[config.mk]
export PLATFORM = sky130hd
export DESIGN_NAME = ternary_serial_adder_ctrl
export DESIGN_NICKNAME = d
export VERILOG_FILES = /design/src/rtl/ternary_pkg.sv /design/src/rtl/ternary_trit_adder.sv /design/src/rtl/ternary_serial_adder_ctrl.sv
export SDC_FILE = /design/constraint.sdc
export NUM_CORES = 1
export LEC_CHECK = 0
export CORE_MARGIN = 2
export CORE_UTILIZATION = 30
export CTS_CLUSTER_DIAMETER = 50
export DETAILED_ROUTE_END_ITERATION = 8
export HOLD_SLACK_MARGIN = 0.15
export PLACE_DENSITY = 0.62
export SLEW_MARGIN = 20
export SYNTH_ARGS = -nofsm -noshare
export SYNTH_HDL_FRONTEND = slang
export SYNTH_SLANG_ARGS = --single-unit
[constraint.sdc]
create_clock -name clk -period 5.4 [get_ports clk]
set_input_delay 0.81 -clock clk [delete_from_list [all_inputs] [get_ports clk]]
set_output_delay 0.81 -clock clk [all_outputs]
set_load 0.05 [all_outputs]
[src/rtl/ternary_pkg.sv]
// Shared definitions for the ternary serial adder: trit encodings, controller
// states and a trit validity helper.
package ternary_pkg;

    localparam int unsigned TRIT_W = 2;

    localparam logic [TRIT_W-1:0] TRIT_0   = 2'b00;
    localparam logic [TRIT_W-1:0] TRIT_1   = 2'b01;
    localparam logic [TRIT_W-1:0] TRIT_2   = 2'b10;
    localparam logic [TRIT_W-1:0] TRIT_INV = 2'b11;

    typedef enum logic [1:0] {
        IDLE = 2'd0,
        RUN  = 2'd1,
        DONE = 2'd2
    } ctrlState_t;

    function automatic logic tritValid(input logic [TRIT_W-1:0] t);
        return t != TRIT_INV;
    endfunction

endpackage

[src/rtl/ternary_trit_adder.sv]
// One-trit ternary full adder: s = (a + b + cin) mod 3, cout = (a + b + cin) >= 3.
module ternary_trit_adder
    import ternary_pkg::*;
(
    input  logic [TRIT_W-1:0] a,
    input  logic [TRIT_W-1:0] b,
    input  logic              cin,
    output logic [TRIT_W-1:0] s,
    output logic              cout
);

    logic [2:0] tritTotal;

    // Valid trits give a total of at most 5, so a single subtraction of 3 suffices.
    always_comb begin
        tritTotal = 3'(a) + 3'(b) + 3'(cin);
        s         = tritTotal[TRIT_W-1:0];
        cout      = 1'b0;
        if (tritTotal >= 3'd3) begin
            s    = 2'(tritTotal - 3'd3);
            cout = 1'b1;
        end
    end

endmodule

[src/rtl/ternary_serial_adder_ctrl.sv]
// Digit-serial ternary adder controller: captures two operands on start, screens
// invalid trits, then sequences one trit adder LSB-first with a registered carry.
module ternary_serial_adder_ctrl
    import ternary_pkg::*;
#(
    parameter int unsigned DIGITS = 4
) (
    input  logic                  clk,
    input  logic                  rst_n,
    input  logic                  start,
    input  logic [2*DIGITS-1:0]   a,
    input  logic [2*DIGITS-1:0]   b,
    input  logic                  cin,
    output logic                  busy,
    output logic                  done,
    output logic [2*DIGITS-1:0]   sum,
    output logic                  cout,
    output logic                  err
);

    localparam int unsigned BUS_W = 2 * DIGITS;
    localparam int unsigned CNT_W = (DIGITS > 1) ? $clog2(DIGITS) : 1;
    localparam logic [CNT_W-1:0] LAST_TRIT = CNT_W'(DIGITS - 1);

    ctrlState_t        state;
    logic [CNT_W-1:0]  tritCnt;
    logic              carry;
    logic [BUS_W-1:0]  opA;
    logic [BUS_W-1:0]  opB;
    logic              operandBad;
    logic [TRIT_W-1:0] tritSum;
    logic              tritCarry;

    // Screen the live operands so an invalid request is rejected at capture time.
    always_comb begin
        operandBad = 1'b0;
        for (int i = 0; i < int'(DIGITS); i++) begin
            if (!tritValid(a[2*i +: 2]) || !tritValid(b[2*i +: 2]))
                operandBad = 1'b1;
        end
    end

    // Captured operands shift right each RUN cycle, so trit [tritCnt] is always at [1:0].
    ternary_trit_adder uTritAdder (
        .a    (opA[TRIT_W-1:0]),
        .b    (opB[TRIT_W-1:0]),
        .cin  (carry),
        .s    (tritSum),
        .cout (tritCarry)
    );

    always_ff @(posedge clk or negedge rst_n) begin
        if (!rst_n) begin
            state   <= IDLE;
            tritCnt <= '0;
            carry   <= 1'b0;
            opA     <= '0;
            opB     <= '0;
            busy    <= 1'b0;
            done    <= 1'b0;
            sum     <= '0;
            cout    <= 1'b0;
            err     <= 1'b0;
        end else begin
            case (state)
                IDLE: begin
                    if (start) begin
                        opA   <= a;
                        opB   <= b;
                        carry <= cin;
                        err   <= 1'b0;
                        busy  <= 1'b1;
                        if (operandBad) begin
                            err   <= 1'b1;
                            sum   <= '0;
                            cout  <= 1'b0;
                            done  <= 1'b1;
                            state <= DONE;
                        end else begin
                            tritCnt <= '0;
                            state   <= RUN;
                        end
                    end
                end
                RUN: begin
                    sum   <= {tritSum, sum[BUS_W-1:TRIT_W]};
                    carry <= tritCarry;
                    opA   <= {TRIT_W'(0), opA[BUS_W-1:TRIT_W]};
                    opB   <= {TRIT_W'(0), opB[BUS_W-1:TRIT_W]};
                    if (tritCnt == LAST_TRIT) begin
                        cout  <= tritCarry;
                        done  <= 1'b1;
                        state <= DONE;
                    end else begin
                        tritCnt <= tritCnt + CNT_W'(1);
                    end
                end
                DONE: begin
                    done  <= 1'b0;
                    busy  <= 1'b0;
                    state <= IDLE;
                end
                default: begin
                    done  <= 1'b0;
                    busy  <= 1'b0;
                    state <= IDLE;
                end
            endcase
        end
    end

endmodule

==> summary.md <==
| Metric | Value |
|---|---|
| DP HPWL | 2440 um |
| Share of cells above drive strength 1 | 8.91% |
| Max rail drop VDD | 0.000143 V |
| Post-layout util | 40.2% |
| Syn_area_per_cell | 9.47 sq um |
| Setup WS pre-CTS | 2.86 ns |
| Worst slew pin tran | 0.564 ns |
| Max-cap violations | 0 |
| Clock skew | 0.00416 ns |
| Die Height | 77.3 um |
| Largest net degree at the start of global routing | 34 |
| Vias in the first global route | 1,203 |
| P&R area growth vs syn | 28.3% |
| Syn Inst Count | 170 |
| Setup TNS | 0 ns |
| Setup crit end kind | output port |
| Yosys reg bits | 33 |
| Initial antenna violation count | 0 |
| Final WS setup | 3.12 ns |
| Crit-path leading delay family | buffers and inverters |
| Slew headroom | 62.3% |
| Slowest Stage Delay on Critical Path | 0.81 ns |
| Seq/Total Area, Yosys | 51.3% |
| Final Non-Filler Cells | 272 |
| CP Data Required Time | 4.59 ns |
| Hold Path Class | reg -> reg |
| Critical path class | reg -> out |
| Endpoints failing setup | 0 |
| CTS tree | done |
| Dominant cell type by area after synthesis | dfrtp_1 |
| Syn Nets | 194 |
| DP Cell Count | 265 |
| Gpl congestion | 0.773 |
| Hold_buf cts | 0 |
| Leakage | 0.877 nW |
| Clk pin slew, worst setup/hold paths | 0.07 ns |
| Via Count | 1,311 |
| CP Data Arrival Time | 1.47 ns |
| CTS Buf Count | 5 |
| M3 GR Usage | 4.24% |
| Clk buf depth | 2 |
| Worst-path fanout max | 3 |
| Port-buffer cells | 31 |
| Routing usage on met2 | 18.1% |
| Worst Path Buf+Inv | 1 |
| Most frequent cells in the layout | 46 x nand2_1, 33 x dfrtp_1, 31 x clkdlybuf4s50_1 |
| Max-slew violation count | 0 |
| Synthesized area | 1610 sq um |
| Internal power | 580 uW |
| Clock share of power | 20.0% |
| DRC | 0 |
| Max stage delay cell, worst path | clkdlybuf4s50_1 |
| Outcome | finished clean |
| Most common cell after layout, fill and taps aside | nand2_1 |
| Clk root buf | clkbuf_8 |
| Minimum clock period | 2.28 ns |
| WL/cell | 12.4 um |
| Antenna-violating nets left | 0 |
| Critical Path, Cell by Cell | clkdlybuf4s50_1 |
| Comb pwr share | 41.1% |
| Htree depth | 2 |
| Number of DRC markers in iteration 0 | 58 |
| Row Count | 26 |
| WHS | 0.484 ns |
| Final wirelength | 3380 um |
| Unique masters post-synth | 30 |
| First-pass GRT wire length | 5710 um |
| P per Cell Area | 459 nW/um^2 |
| Sequential Power Share | 38.9% |
| Num ports | 32 |
| Initial core utilization | 31.3% |
| Core Footprint | 5140 sq um |
| Overflow after GRT | 0 |
| Kind of start point of the critical path | flop |
| Clock Latency Late Sink | 0.29 ns |
| Total Routing Usage GR | 12.3% |
| Peak Freq | 0.439 GHz |
| Initial DRT Pass Iterations | 5 |
| Post_cts resized | 0 |
| Die Area | 5970 sq um |
| Sw Share | 38.8% |
| GRT met1 Usage | 16.1% |
| Hold Violations, Final | 0 |
| CTS sink count | 33 |
| RSZ-0062 raised after global routing | no |
| Post-CTS Setup Bufs | 0 |
| Top Usage Layer GRT | met2 |
| Vias per cell | 4.82 |
| Synth warnings | 0 |
| Ant diodes | 0 |
| Crit share post-route | 42.2% |
| Synth top area share | 51.3% |
| Nets | 226 |
| Top cells by area, synth | dfrtp_1 51%, nand2_1 11%, a31oi_1 4.3% |
| Die X | 77.3 um |
| Psw | 368 uW |
## stage by stage
step | cell area (sq um) | total power [mW]
floorplan | 1610 | 0.658
global placement | 1980 | 0.756
detailed placement | 1980 | 0.766
CTS | 2070 | 0.958
global route | 2070 | 1.03
finish | 2070 | 0.948
## state kept, by name (all words and copies together), names as in the netlist
register / count
busy: 1
carry: 1
cout: 1
done: 1
err: 1
opA: 8
opB: 8
state: 2
sum: 8
tritCnt: 2
## logic make-up after synthesis
| logic type | count (synthesis) | synth area share [%] |
|---|---|---|
| AOI/OAI and AO/OA | 44 | 20.0 |
| xor gates and xnor gates | 1 | 0.544 |
| adders and majority gates | 4 | 4.04 |
| buffers and inverters | 18 | 5.28 |
| DFF | 33 | 51.3 |
| muxes | 2 | 1.24 |
| and+or+nand+nor | 68 | 17.6 |
## cell type report
class / count / area (sq um)
multi-input cells: 119 / 699
repair buffers: 34 / 333
inverters: 9 / 33.8
fillers: 552 / 3070
well taps: 70 / 87.6
clock buffers: 7 / 86.3
flip-flops and latches: 33 / 826
## metal layers
metal / part of all wire [%] / wire length (um) / vias to the layer above
met1: 45 / 1540 / 620
met3: 6.5 / 221 / 9
met4: 2.2 / 73 / 0
met2: 46 / 1550 / 46
li1: - / - / 636
met5: 0 / 0 / -
## synth_stat cells
library cell / n
nand2_1: 46
dfrtp_1: 33
nor2_1: 15
a21oi_1: 12
a31oi_1: 11
inv_1: 9
buf_2: 5
o21ai_0: 5
buf_4: 3
o21ai_1: 3
a21o_1: 2
a221oi_4: 2
a22o_1: 2
a311oi_2: 2
fa_1: 2
ha_1: 2
mux2i_1: 2
o22ai_1: 2
a21oi_2: 1
and2_2: 1
clkbuf_1: 1
nand2b_1: 1
nand3_1: 1
nor2_2: 1
nor2_4: 1
nor3_1: 1
nor3b_2: 1
o311ai_0: 1
o32ai_1: 1
xnor2_1: 1
## worst paths after layout
check	depth (start not counted)	end	slack, ns	from
setup / recovery	1	sum[7]	3.12	sum[7]
hold / removal	1	busy	0.48	busy
setup reg to reg	8	sum[6]	3.15	carry
hold reg to reg	1	busy	0.48	busy
max in group asynchronous	2	opB[0]	4.17	rst_n
min in group asynchronous	2	sum[4]	0.93	rst_n
## power groups by stage
stage | clock [mW] | sequential, mW | combinational (mW)
detailed placement | 0 | 0.375 | 0.391
finish | 0.189 | 0.369 | 0.390
CTS | 0.192 | 0.370 | 0.395
floorplan | 0 | 0.414 | 0.244
global placement | 0 | 0.372 | 0.385
global route | 0.203 | 0.380 | 0.444
Note: power is estimated with default switching activity, not from simulation.
